$ cat config.mk
export PLATFORM = sky130hd
export DESIGN_NAME = hams_mem_drain_flat
export DESIGN_NICKNAME = d
export VERILOG_FILES = /design/src/rtl/hams_mem_drain_pkg.sv /design/src/rtl/hams_mem_drain_if.sv /design/src/rtl/hams_mem_drain_syncfifo.sv /design/src/rtl/hams_mem_drain.sv /design/src/flat_wrapper.sv
export SDC_FILE = /design/constraint.sdc
export NUM_CORES = 1
export LEC_CHECK = 0
export CAP_MARGIN = 0
export CORE_MARGIN = 5
export CORE_UTILIZATION = 55
export CTS_CLUSTER_DIAMETER = 60
export DETAILED_ROUTE_END_ITERATION = 16
export PLACE_DENSITY = 0.83
export SYNTH_ARGS = -nofsm -noshare
export SYNTH_HDL_FRONTEND = slang
export SYNTH_SLANG_ARGS = --single-unit
export TNS_END_PERCENT = 50
$ cat constraint.sdc
create_clock -name clk -period 5.6 [get_ports clk]
set_input_delay 0.56 -clock clk [delete_from_list [all_inputs] [get_ports clk]]
set_output_delay 0.56 -clock clk [all_outputs]
set_load 0.005 [all_outputs]
$ cat src/rtl/hams_mem_drain_pkg.sv
// hams_pkg: constants and types shared by the HAMS drain path.
//   NUM_ELEMENTS      elements per chunk (one per work BRAM bank)
//   HAMS_RD_LATENCY   work BRAM address-to-data latency (output pipeline on)
//   hams_drain_state_e  drain controller states
package hams_pkg;

  localparam int NUM_ELEMENTS    = 4;
  localparam int HAMS_RD_LATENCY = 2;

  typedef enum logic [1:0] {
    IDLE  = 2'd0,
    RUN   = 2'd1,
    DRAIN = 2'd2,
    DONE  = 2'd3
  } hams_drain_state_e;

endpackage

$ cat src/rtl/hams_mem_drain_if.sv
// hams_mem_drain_if: bank read bus plus the serialized element stream.
//   mem_addr   per-bank read address (NUM_MEM x ADDR_WIDTH)
//   mem_rdata  per-bank read data (NUM_MEM x DATA_WIDTH), bank i in slice i
//   out_data / out_valid / out_ready  valid/ready element stream
// master = drain engine, slave = memories plus stream sink.
interface hams_mem_drain_if
  import hams_pkg::*;
#(
  parameter int NUM_MEM    = NUM_ELEMENTS,
  parameter int ADDR_WIDTH = 10,
  parameter int DATA_WIDTH = 32
);

  logic [NUM_MEM*ADDR_WIDTH-1:0] mem_addr;
  logic [NUM_MEM*DATA_WIDTH-1:0] mem_rdata;
  logic [DATA_WIDTH-1:0]         out_data;
  logic                          out_valid;
  logic                          out_ready;

  modport master (
    output mem_addr,
    output out_data,
    output out_valid,
    input  mem_rdata,
    input  out_ready
  );

  modport slave (
    input  mem_addr,
    input  out_data,
    input  out_valid,
    output mem_rdata,
    output out_ready
  );

endinterface

$ cat src/rtl/hams_mem_drain_syncfifo.sv
// hams_syncfifo: single-clock first-word-fall-through FIFO used as the
// chunk buffer of the drain engine.
//   clk, rst_n  clock, asynchronous active-low reset
//   wr_en, wr_data  push (ignored when full)
//   rd_en           pop (ignored when empty)
//   rd_data         current head entry
//   count, empty    occupancy
module hams_syncfifo #(
  parameter int FIFO_DEPTH = 4,
  parameter int FIFO_WIDTH = 32,
  localparam int PTR_W = (FIFO_DEPTH > 1) ? $clog2(FIFO_DEPTH) : 1,
  localparam int CNT_W = $clog2(FIFO_DEPTH + 1)
) (
  input  logic                  clk,
  input  logic                  rst_n,
  input  logic                  wr_en,
  input  logic [FIFO_WIDTH-1:0] wr_data,
  input  logic                  rd_en,
  output logic [FIFO_WIDTH-1:0] rd_data,
  output logic [CNT_W-1:0]      count,
  output logic                  empty
);

  logic [FIFO_WIDTH-1:0] mem_r [FIFO_DEPTH];
  logic [PTR_W-1:0]      wr_ptr_r;
  logic [PTR_W-1:0]      rd_ptr_r;
  logic [CNT_W-1:0]      count_r;
  logic                  wr_s;
  logic                  rd_s;

  // Pointers wrap explicitly so non-power-of-two depths work.
  function automatic logic [PTR_W-1:0] ptr_inc(input logic [PTR_W-1:0] p);
    if (p == PTR_W'(FIFO_DEPTH - 1)) begin
      return '0;
    end else begin
      return p + PTR_W'(1);
    end
  endfunction

  assign empty   = (count_r == '0);
  assign wr_s    = wr_en && (count_r != CNT_W'(FIFO_DEPTH));
  assign rd_s    = rd_en && !empty;
  assign rd_data = mem_r[rd_ptr_r];
  assign count   = count_r;

  // Pointer and occupancy bookkeeping
  always_ff @(posedge clk or negedge rst_n) begin
    if (!rst_n) begin
      wr_ptr_r <= '0;
      rd_ptr_r <= '0;
      count_r  <= '0;
    end else begin
      if (wr_s) begin
        wr_ptr_r <= ptr_inc(wr_ptr_r);
      end
      if (rd_s) begin
        rd_ptr_r <= ptr_inc(rd_ptr_r);
      end
      case ({wr_s, rd_s})
        2'b10:   count_r <= count_r + CNT_W'(1);
        2'b01:   count_r <= count_r - CNT_W'(1);
        default: count_r <= count_r;
      endcase
    end
  end

  // Entry storage; contents are only observed through a valid count
  always_ff @(posedge clk) begin
    if (wr_s) begin
      mem_r[wr_ptr_r] <= wr_data;
    end
  end

endmodule

$ cat src/rtl/hams_mem_drain.sv
// hams_mem_drain: reads sorted chunks out of the NUM_MEM work BRAM banks
// (one address = one chunk, element i in bank i) and serializes them onto a
// single valid/ready stream, element 0..NUM_MEM-1 of chunk 0, then chunk 1...
//   clk, rst_n    clock, asynchronous active-low reset
//   start         begin a drain (sampled only in IDLE)
//   num_chunks    chunks to drain, sampled with start, clamped to MEM_DEPTH
//   unsigned_cmp  order-check compare mode (1 unsigned, 0 signed)
//   bus           hams_mem_drain_if.master: bank address/data, element stream
//   busy          high while the drain is running
//   done          one-cycle pulse after the last element is accepted
//   order_err     sticky in-chunk ordering violation
// Optional feature macro: HAMS_ORDER_CHECK_EN builds the in-chunk order
// checker; without it order_err is tied low.
module hams_mem_drain
  import hams_pkg::*;
#(
  parameter int NUM_MEM    = NUM_ELEMENTS,
  parameter int MEM_DEPTH  = 1024,
  parameter int ADDR_WIDTH = $clog2(MEM_DEPTH),
  parameter int DATA_WIDTH = 32,
  parameter int RD_LATENCY = HAMS_RD_LATENCY,
  parameter int BUF_DEPTH  = 4
) (
  input  logic                  clk,
  input  logic                  rst_n,
  input  logic                  start,
  input  logic [ADDR_WIDTH:0]   num_chunks,
  input  logic                  unsigned_cmp,
  hams_mem_drain_if.master      bus,
  output logic                  busy,
  output logic                  done,
  output logic                  order_err
);

  localparam int IDX_W  = (NUM_MEM > 1) ? $clog2(NUM_MEM) : 1;
  localparam int CNT_W  = $clog2(BUF_DEPTH + 1);
  localparam int INF_W  = $clog2(RD_LATENCY + 1);
  localparam int FIFO_W = DATA_WIDTH * NUM_MEM;
  localparam logic [ADDR_WIDTH:0] MEM_DEPTH_C = (ADDR_WIDTH + 1)'(MEM_DEPTH);

  hams_drain_state_e       state_r;
  hams_drain_state_e       state_next_s;
  logic [ADDR_WIDTH-1:0]   mem_addr_r;
  logic [ADDR_WIDTH-1:0]   last_addr_r;
  logic [RD_LATENCY-1:0]   rd_pipe_r;
  logic [IDX_W-1:0]        idx_r;
  logic [ADDR_WIDTH:0]     chunks_clamped_s;
  logic [INF_W-1:0]        inflight_s;
  logic                    credit_ok_s;
  logic                    issue_s;
  logic                    start_acc_s;
  logic                    push_s;
  logic                    pop_s;
  logic                    accept_s;
  logic [FIFO_W-1:0]       fifo_head_s;
  logic [CNT_W-1:0]        fifo_count_s;
  logic                    fifo_empty_s;
  logic [DATA_WIDTH-1:0]   elem_s [NUM_MEM];
  logic [DATA_WIDTH-1:0]   out_data_s;
  logic                    out_valid_s;
  logic                    busy_s;
  logic                    done_s;

  // Chunk buffer; the credit rule below keeps it from ever overflowing.
  hams_syncfifo #(
    .FIFO_DEPTH (BUF_DEPTH),
    .FIFO_WIDTH (FIFO_W)
  ) u_fifo (
    .clk     (clk),
    .rst_n   (rst_n),
    .wr_en   (push_s),
    .wr_data (bus.mem_rdata),
    .rd_en   (pop_s),
    .rd_data (fifo_head_s),
    .count   (fifo_count_s),
    .empty   (fifo_empty_s)
  );

  assign start_acc_s      = (state_r == IDLE) && start;
  assign chunks_clamped_s = (num_chunks > MEM_DEPTH_C) ? MEM_DEPTH_C : num_chunks;
  assign push_s           = rd_pipe_r[RD_LATENCY-1];
  assign accept_s         = out_valid_s && bus.out_ready;
  assign pop_s            = accept_s && (idx_r == IDX_W'(NUM_MEM - 1));

  // Count reads still travelling through the BRAM pipeline
  always_comb begin
    inflight_s = '0;
    for (int i = 0; i < RD_LATENCY; i++) begin
      inflight_s = inflight_s + INF_W'(rd_pipe_r[i]);
    end
  end

  // A read may only go out if a buffer slot is guaranteed for its data.
  assign credit_ok_s = (32'(inflight_s) + 32'(fifo_count_s)) < 32'(BUF_DEPTH);
  assign issue_s     = (state_r == RUN) && credit_ok_s;

  // FSM state register
  always_ff @(posedge clk or negedge rst_n) begin
    if (!rst_n) begin
      state_r <= IDLE;
    end else begin
      state_r <= state_next_s;
    end
  end

  // FSM next-state decode
  always_comb begin
    state_next_s = state_r;
    case (state_r)
      IDLE: begin
        if (start) begin
          if (num_chunks == '0) begin
            state_next_s = DONE;
          end else begin
            state_next_s = RUN;
          end
        end else begin
          state_next_s = IDLE;
        end
      end
      RUN: begin
        if (issue_s && (mem_addr_r == last_addr_r)) begin
          state_next_s = DRAIN;
        end else begin
          state_next_s = RUN;
        end
      end
      DRAIN: begin
        // Leave once nothing is in flight and the final element is taken
        // this cycle, so done lands right after the last handshake.
        if ((rd_pipe_r == '0) &&
            (fifo_empty_s || ((fifo_count_s == CNT_W'(1)) && pop_s))) begin
          state_next_s = DONE;
        end else begin
          state_next_s = DRAIN;
        end
      end
      DONE:    state_next_s = IDLE;
      default: state_next_s = IDLE;
    endcase
  end

  // Split the buffer head into its per-bank elements
  always_comb begin
    for (int i = 0; i < NUM_MEM; i++) begin
      elem_s[i] = fifo_head_s[i*DATA_WIDTH +: DATA_WIDTH];
    end
  end

  // FSM and stream output decode
  always_comb begin
    busy_s = 1'b0;
    done_s = 1'b0;
    case (state_r)
      RUN, DRAIN: busy_s = 1'b1;
      DONE:       done_s = 1'b1;
      default: begin
        busy_s = 1'b0;
        done_s = 1'b0;
      end
    endcase
    out_valid_s = !fifo_empty_s;
    if (out_valid_s) begin
      out_data_s = elem_s[idx_r];
    end else begin
      out_data_s = '0;
    end
  end

  // Read address and the last address of the current drain
  always_ff @(posedge clk or negedge rst_n) begin
    if (!rst_n) begin
      mem_addr_r  <= '0;
      last_addr_r <= '0;
    end else if (start_acc_s) begin
      mem_addr_r  <= '0;
      last_addr_r <= ADDR_WIDTH'(chunks_clamped_s - (ADDR_WIDTH + 1)'(1));
    end else if (issue_s && (mem_addr_r != last_addr_r)) begin
      mem_addr_r  <= mem_addr_r + ADDR_WIDTH'(1);
    end else begin
      mem_addr_r  <= mem_addr_r;
    end
  end

  // In-flight read tracker; its tail marks mem_rdata as valid to push
  always_ff @(posedge clk or negedge rst_n) begin
    if (!rst_n) begin
      rd_pipe_r <= '0;
    end else begin
      rd_pipe_r[0] <= issue_s;
      for (int i = 1; i < RD_LATENCY; i++) begin
        rd_pipe_r[i] <= rd_pipe_r[i-1];
      end
    end
  end

  // Element index over the buffer head
  always_ff @(posedge clk or negedge rst_n) begin
    if (!rst_n) begin
      idx_r <= '0;
    end else if (start_acc_s) begin
      idx_r <= '0;
    end else if (accept_s) begin
      if (idx_r == IDX_W'(NUM_MEM - 1)) begin
        idx_r <= '0;
      end else begin
        idx_r <= idx_r + IDX_W'(1);
      end
    end else begin
      idx_r <= idx_r;
    end
  end

`ifdef HAMS_ORDER_CHECK_EN
  logic [DATA_WIDTH-1:0] prev_r;
  logic                  order_err_r;
  logic                  viol_s;

  function automatic logic elem_gt(input logic [DATA_WIDTH-1:0] a,
                                   input logic [DATA_WIDTH-1:0] b,
                                   input logic                  uns);
    if (uns) begin
      return a > b;
    end else begin
      return $signed(a) > $signed(b);
    end
  endfunction

  // Element 0 of each chunk is never compared: chunk boundaries are free.
  assign viol_s = accept_s && (idx_r != '0) && elem_gt(prev_r, out_data_s, unsigned_cmp);

  // Previous accepted element and the sticky violation flag
  always_ff @(posedge clk or negedge rst_n) begin
    if (!rst_n) begin
      prev_r      <= '0;
      order_err_r <= 1'b0;
    end else begin
      if (accept_s) begin
        prev_r <= out_data_s;
      end
      if (start_acc_s) begin
        order_err_r <= 1'b0;
      end else if (viol_s) begin
        order_err_r <= 1'b1;
      end
    end
  end

  assign order_err = order_err_r;
`else
  logic cmp_mode_unused_s;
  assign cmp_mode_unused_s = unsigned_cmp;
  assign order_err         = 1'b0;
`endif

  assign bus.mem_addr  = {NUM_MEM{mem_addr_r}};
  assign bus.out_data  = out_data_s;
  assign bus.out_valid = out_valid_s;
  assign busy          = busy_s;
  assign done          = done_s;

endmodule

$ cat src/flat_wrapper.sv
// flat-port wrapper written by rule: the top's interface ports become plain ports
module hams_mem_drain_flat import hams_pkg::*;
#(
  parameter int NUM_MEM    = NUM_ELEMENTS,
  parameter int MEM_DEPTH  = 1024,
  parameter int ADDR_WIDTH = $clog2(MEM_DEPTH),
  parameter int DATA_WIDTH = 32,
  parameter int RD_LATENCY = HAMS_RD_LATENCY,
  parameter int BUF_DEPTH  = 4
)
  (clk, rst_n, start, num_chunks, unsigned_cmp, busy, done, order_err, bus_mem_addr, bus_out_data, bus_out_valid, bus_mem_rdata, bus_out_ready);
  hams_mem_drain_if #(.NUM_MEM(NUM_MEM), .ADDR_WIDTH(ADDR_WIDTH), .DATA_WIDTH(DATA_WIDTH)) bus_i ();
  input  logic clk;
  input  logic rst_n;
  input  logic start;
  input  logic [ADDR_WIDTH:0] num_chunks;
  input  logic unsigned_cmp;
  output logic busy;
  output logic done;
  output logic order_err;
  output wire logic [$bits(bus_i.mem_addr)-1:0] bus_mem_addr;
  output wire logic [$bits(bus_i.out_data)-1:0] bus_out_data;
  output wire logic [$bits(bus_i.out_valid)-1:0] bus_out_valid;
  input wire logic [$bits(bus_i.mem_rdata)-1:0] bus_mem_rdata;
  input wire logic [$bits(bus_i.out_ready)-1:0] bus_out_ready;
  assign bus_mem_addr = bus_i.mem_addr;
  assign bus_out_data = bus_i.out_data;
  assign bus_out_valid = bus_i.out_valid;
  assign bus_i.mem_rdata = bus_mem_rdata;
  assign bus_i.out_ready = bus_out_ready;
  hams_mem_drain #(.NUM_MEM(NUM_MEM), .MEM_DEPTH(MEM_DEPTH), .ADDR_WIDTH(ADDR_WIDTH), .DATA_WIDTH(DATA_WIDTH), .RD_LATENCY(RD_LATENCY), .BUF_DEPTH(BUF_DEPTH)) u_core (.clk(clk), .rst_n(rst_n), .start(start), .num_chunks(num_chunks), .unsigned_cmp(unsigned_cmp), .bus(bus_i), .busy(busy), .done(done), .order_err(order_err));
endmodule
==> flow_metrics.tcl <==
set metrics [dict create \
    status "finished clean" \
    routed_via_density 5.93 \
    relSlewSlack_pct 36.5 \
    drive_above_1_share_pct 20.8 \
    ant_nets 0 \
    route.vias.total 10500 \
    finClkSkew_ns 0.0277 \
    cp-end-kind "output port" \
    min_period_ns 4.38 \
    die_x_um 208 \
    syn_nets 1159 \
    die-area_mm2 0.0434 \
    dp_cells 1669 \
    ys_ff_latch 545 \
    clk-insertion-delay-late_ns 0.59 \
    seq_area_frac_synth_pct 74.9 \
    dr.first_iter.drc_count 948 \
    postCtsHoldBufs 0 \
    grt_pass1_wl_mm 66.7 \
    grt_overflow 0 \
    arrival_ns 3.82 \
    path_clk_slew_ns 0.06 \
    clkSinkCount 545 \
    syn2layout_area_growth_pct 19.5 \
    crit_slowest_cell "dfrtp_4" \
    dp_hpwl_mm 24.6 \
    nets 1367 \
    worst_slew_pin_slew_ns 0.952 \
    drv_slew 0 \
    portBuffers 217 \
    grt_setup_unrepaired "no" \
    finalSetupTns_ns 0 \
    fin_cells 1764 \
    ys_types 39 \
    timing.final.hold_violations 0 \
    crit_family "multiplexers" \
    core_area_mm2 0.0387 \
    cts_tree "done" \
    avgSynthCellArea_um2 21.7 \
    rows 72 \
    min_path_type "in2async" \
    grt_pass1_vias 10900 \
    p_leak_uw 0.00828 \
    fin_util_pct 66.7 \
    hold_slack_ns 0.391 \
    finalWeightedCongestion 0.771 \
    cts_buffers 51 \
    async_flop_share_pct 6.06 \
    clockBufferDepth 3 \
    critPathKind "reg2out" \
    drc_errors 0 \
    final_cell_mix "512 x edfxtp_1, 217 x clkdlybuf4s50_1, 160 x mux4_2" \
    post-route-period-util_pct 78.2 \
    grt_max_degree 76 \
    path_buf_inv 2 \
    slowest_delay_ns 0.99 \
    cp_cell_sequence "buf_12, mux4_2, mux4_2, and2_1, clkdlybuf4s50_1" \
    initial_core_util_pct 55.8 \
    clock-root-buffer "clkbuf_16" \
    required_ns 5.04 \
    dieHeight_um 208 \
    power_density_mw_per_mm2 482 \
    startpoint_type "flop" \
    drt_first_pass_iters 7 \
    final_common_cell "edfxtp_1" \
    post-cts-setup-buffers 0 \
    max-vdd-ir-drop_uv 352 \
    synth_area_mm2 0.0216 \
    crit_top_cell "mux4_2" \
    wirelength_mm 43.3 \
    synth_flop_cell "edfxtp_1" \
    syn-instance-count 996 \
    drv_cap 0 \
    synth_edf_count 512 \
    track_usage_pct 20.1 \
    nFillCells 2391 \
    synth-warning-count 0 \
    num_io_pins 220 \
    htreeDepth 2 \
    setup_viol 0 \
    antenna_found_initial 7 \
    post_cts_resized 0 \
    routedWlPerCell_um 24.5 \
    path_max_fanout 45 \
    max_freq_mhz 228 \
]
-- cell usage after synthesis (2+ instances only) --
master,instances,area [um2]
or3_1,4,25.0
nand3b_1,2,15.0
dfrtp_1,33,826
nor2_1,22,82.6
inv_1,11,41.3
mux2i_1,2,20.0
xnor2_1,6,52.6
and3_1,3,18.8
nor3_1,6,30.0
buf_2,5,25.0
nand3_1,9,45.0
clkbuf_1,23,86.3
o21ai_0,15,75.1
buf_4,41,308
xor2_1,13,114
nand2b_1,2,12.5
mux4_2,160,3600
or4_1,2,15.0
nor2b_1,3,18.8
nand2_1,23,86.3
ha_1,19,238
buf_1,6,22.5
o31ai_1,3,22.5
edfxtp_1,512,15400
a31oi_1,3,18.8
nor4_1,2,12.5
a31o_2,3,26.3
and2_1,37,231
a21oi_1,14,70.1
mux2_2,3,33.8
-- sequential cells by signal, summed over array words and instances (netlist names) --
signal                  flops
u_core.mem_addr_r          10
u_core.u_fifo.count         3
u_core.idx_r                2
u_core.rd_pipe_r            2
u_core.u_fifo.wr_ptr_r      2
u_core.u_fifo.rd_ptr_r      2
u_core.u_fifo.mem_r       512
u_core.last_addr_r         10
u_core.state_r              2
-- worst register-to-register path: cells and delay by family, from the launching register on --
family	cells	cell delay (ns)
AO/OA/AOI/OAI	1	0.61
flip-flops	1	0.44
adder cells (fa/ha/maj)	1	0.25
buffers and inverters	2	0.60
AND/OR/NAND/NOR	1	0.82
-- final timing paths --
path	from	depth (start not counted)	to	slack (ns)
max	u_core.u_fifo.rd_ptr_r[0]	5	bus_out_data[14]	1.22
min	rst_n	2	u_core.state_r[1]	0.39
max reg2reg	u_core.u_fifo.count[0]	5	u_core.u_fifo.mem_r[2][93]	2.36
min reg2reg	u_core.rd_pipe_r[0]	0	u_core.rd_pipe_r[1]	0.42
max in group asynchronous	rst_n	2	u_core.u_fifo.rd_ptr_r[0]	4.86
min in group clk	u_core.rd_pipe_r[0]	0	u_core.rd_pipe_r[1]	0.42
-- cells by family (layout without fill, tap and decap cells) --
group	after synthesis	after routing	share of synthesized area (%)
buffers and inverters	87	336	2.29
adder cells (fa/ha/maj)	19	19	1.10
AO/OA/AOI/OAI	43	43	1.17
XOR/XNOR	19	19	0.770
flip-flops	545	545	74.9
AND/OR/NAND/NOR	117	117	2.82
other	1	2	0.0173
multiplexers	165	165	16.9
-- per-layer routing --
| metal | share of wire, % | track usage (%) |
|---|---|---|
| met5 | 0.17 | 0 |
| met4 | 1.8 | 5.01 |
| met3 | 7.0 | 4.58 |
| met2 | 51 | 33.5 |
| met1 | 40 | 27.5 |
-- area by class of cell --
type                    instances  area (um2)  share of cell area [%]
inverters                      11        41.3                   0.160
clock inverters                37         308                    1.19
well taps                     518         648                    2.51
multi-input cells             364        4940                    19.1
repair buffers                231        2360                    9.15
clock buffers                  57        1320                    5.11
flip-flops and latches        545       16200                    62.7
diodes                          1        2.50                 0.00969
-- power by group --
group          total, uW  internal [uW]  switching (uW)
combinational       3620           2040            1580
clock               3350           1920            1430
sequential          5460           5110             354
-- stage by stage --
| step | setup WS (ns) | power (uW) | instance area [um2] |
|---|---|---|---|
| global route | 0.992 | 13000 | 25800 |
| finish | 1.22 | 12400 | 25800 |
| floorplan | 0.980 | 7840 | 21600 |
| global placement | 1.81 | 9110 | 24200 |
| CTS | 1.12 | 12600 | 25800 |
| detailed placement | 1.75 | 9200 | 24200 |
(Power assumes the default switching activity.)
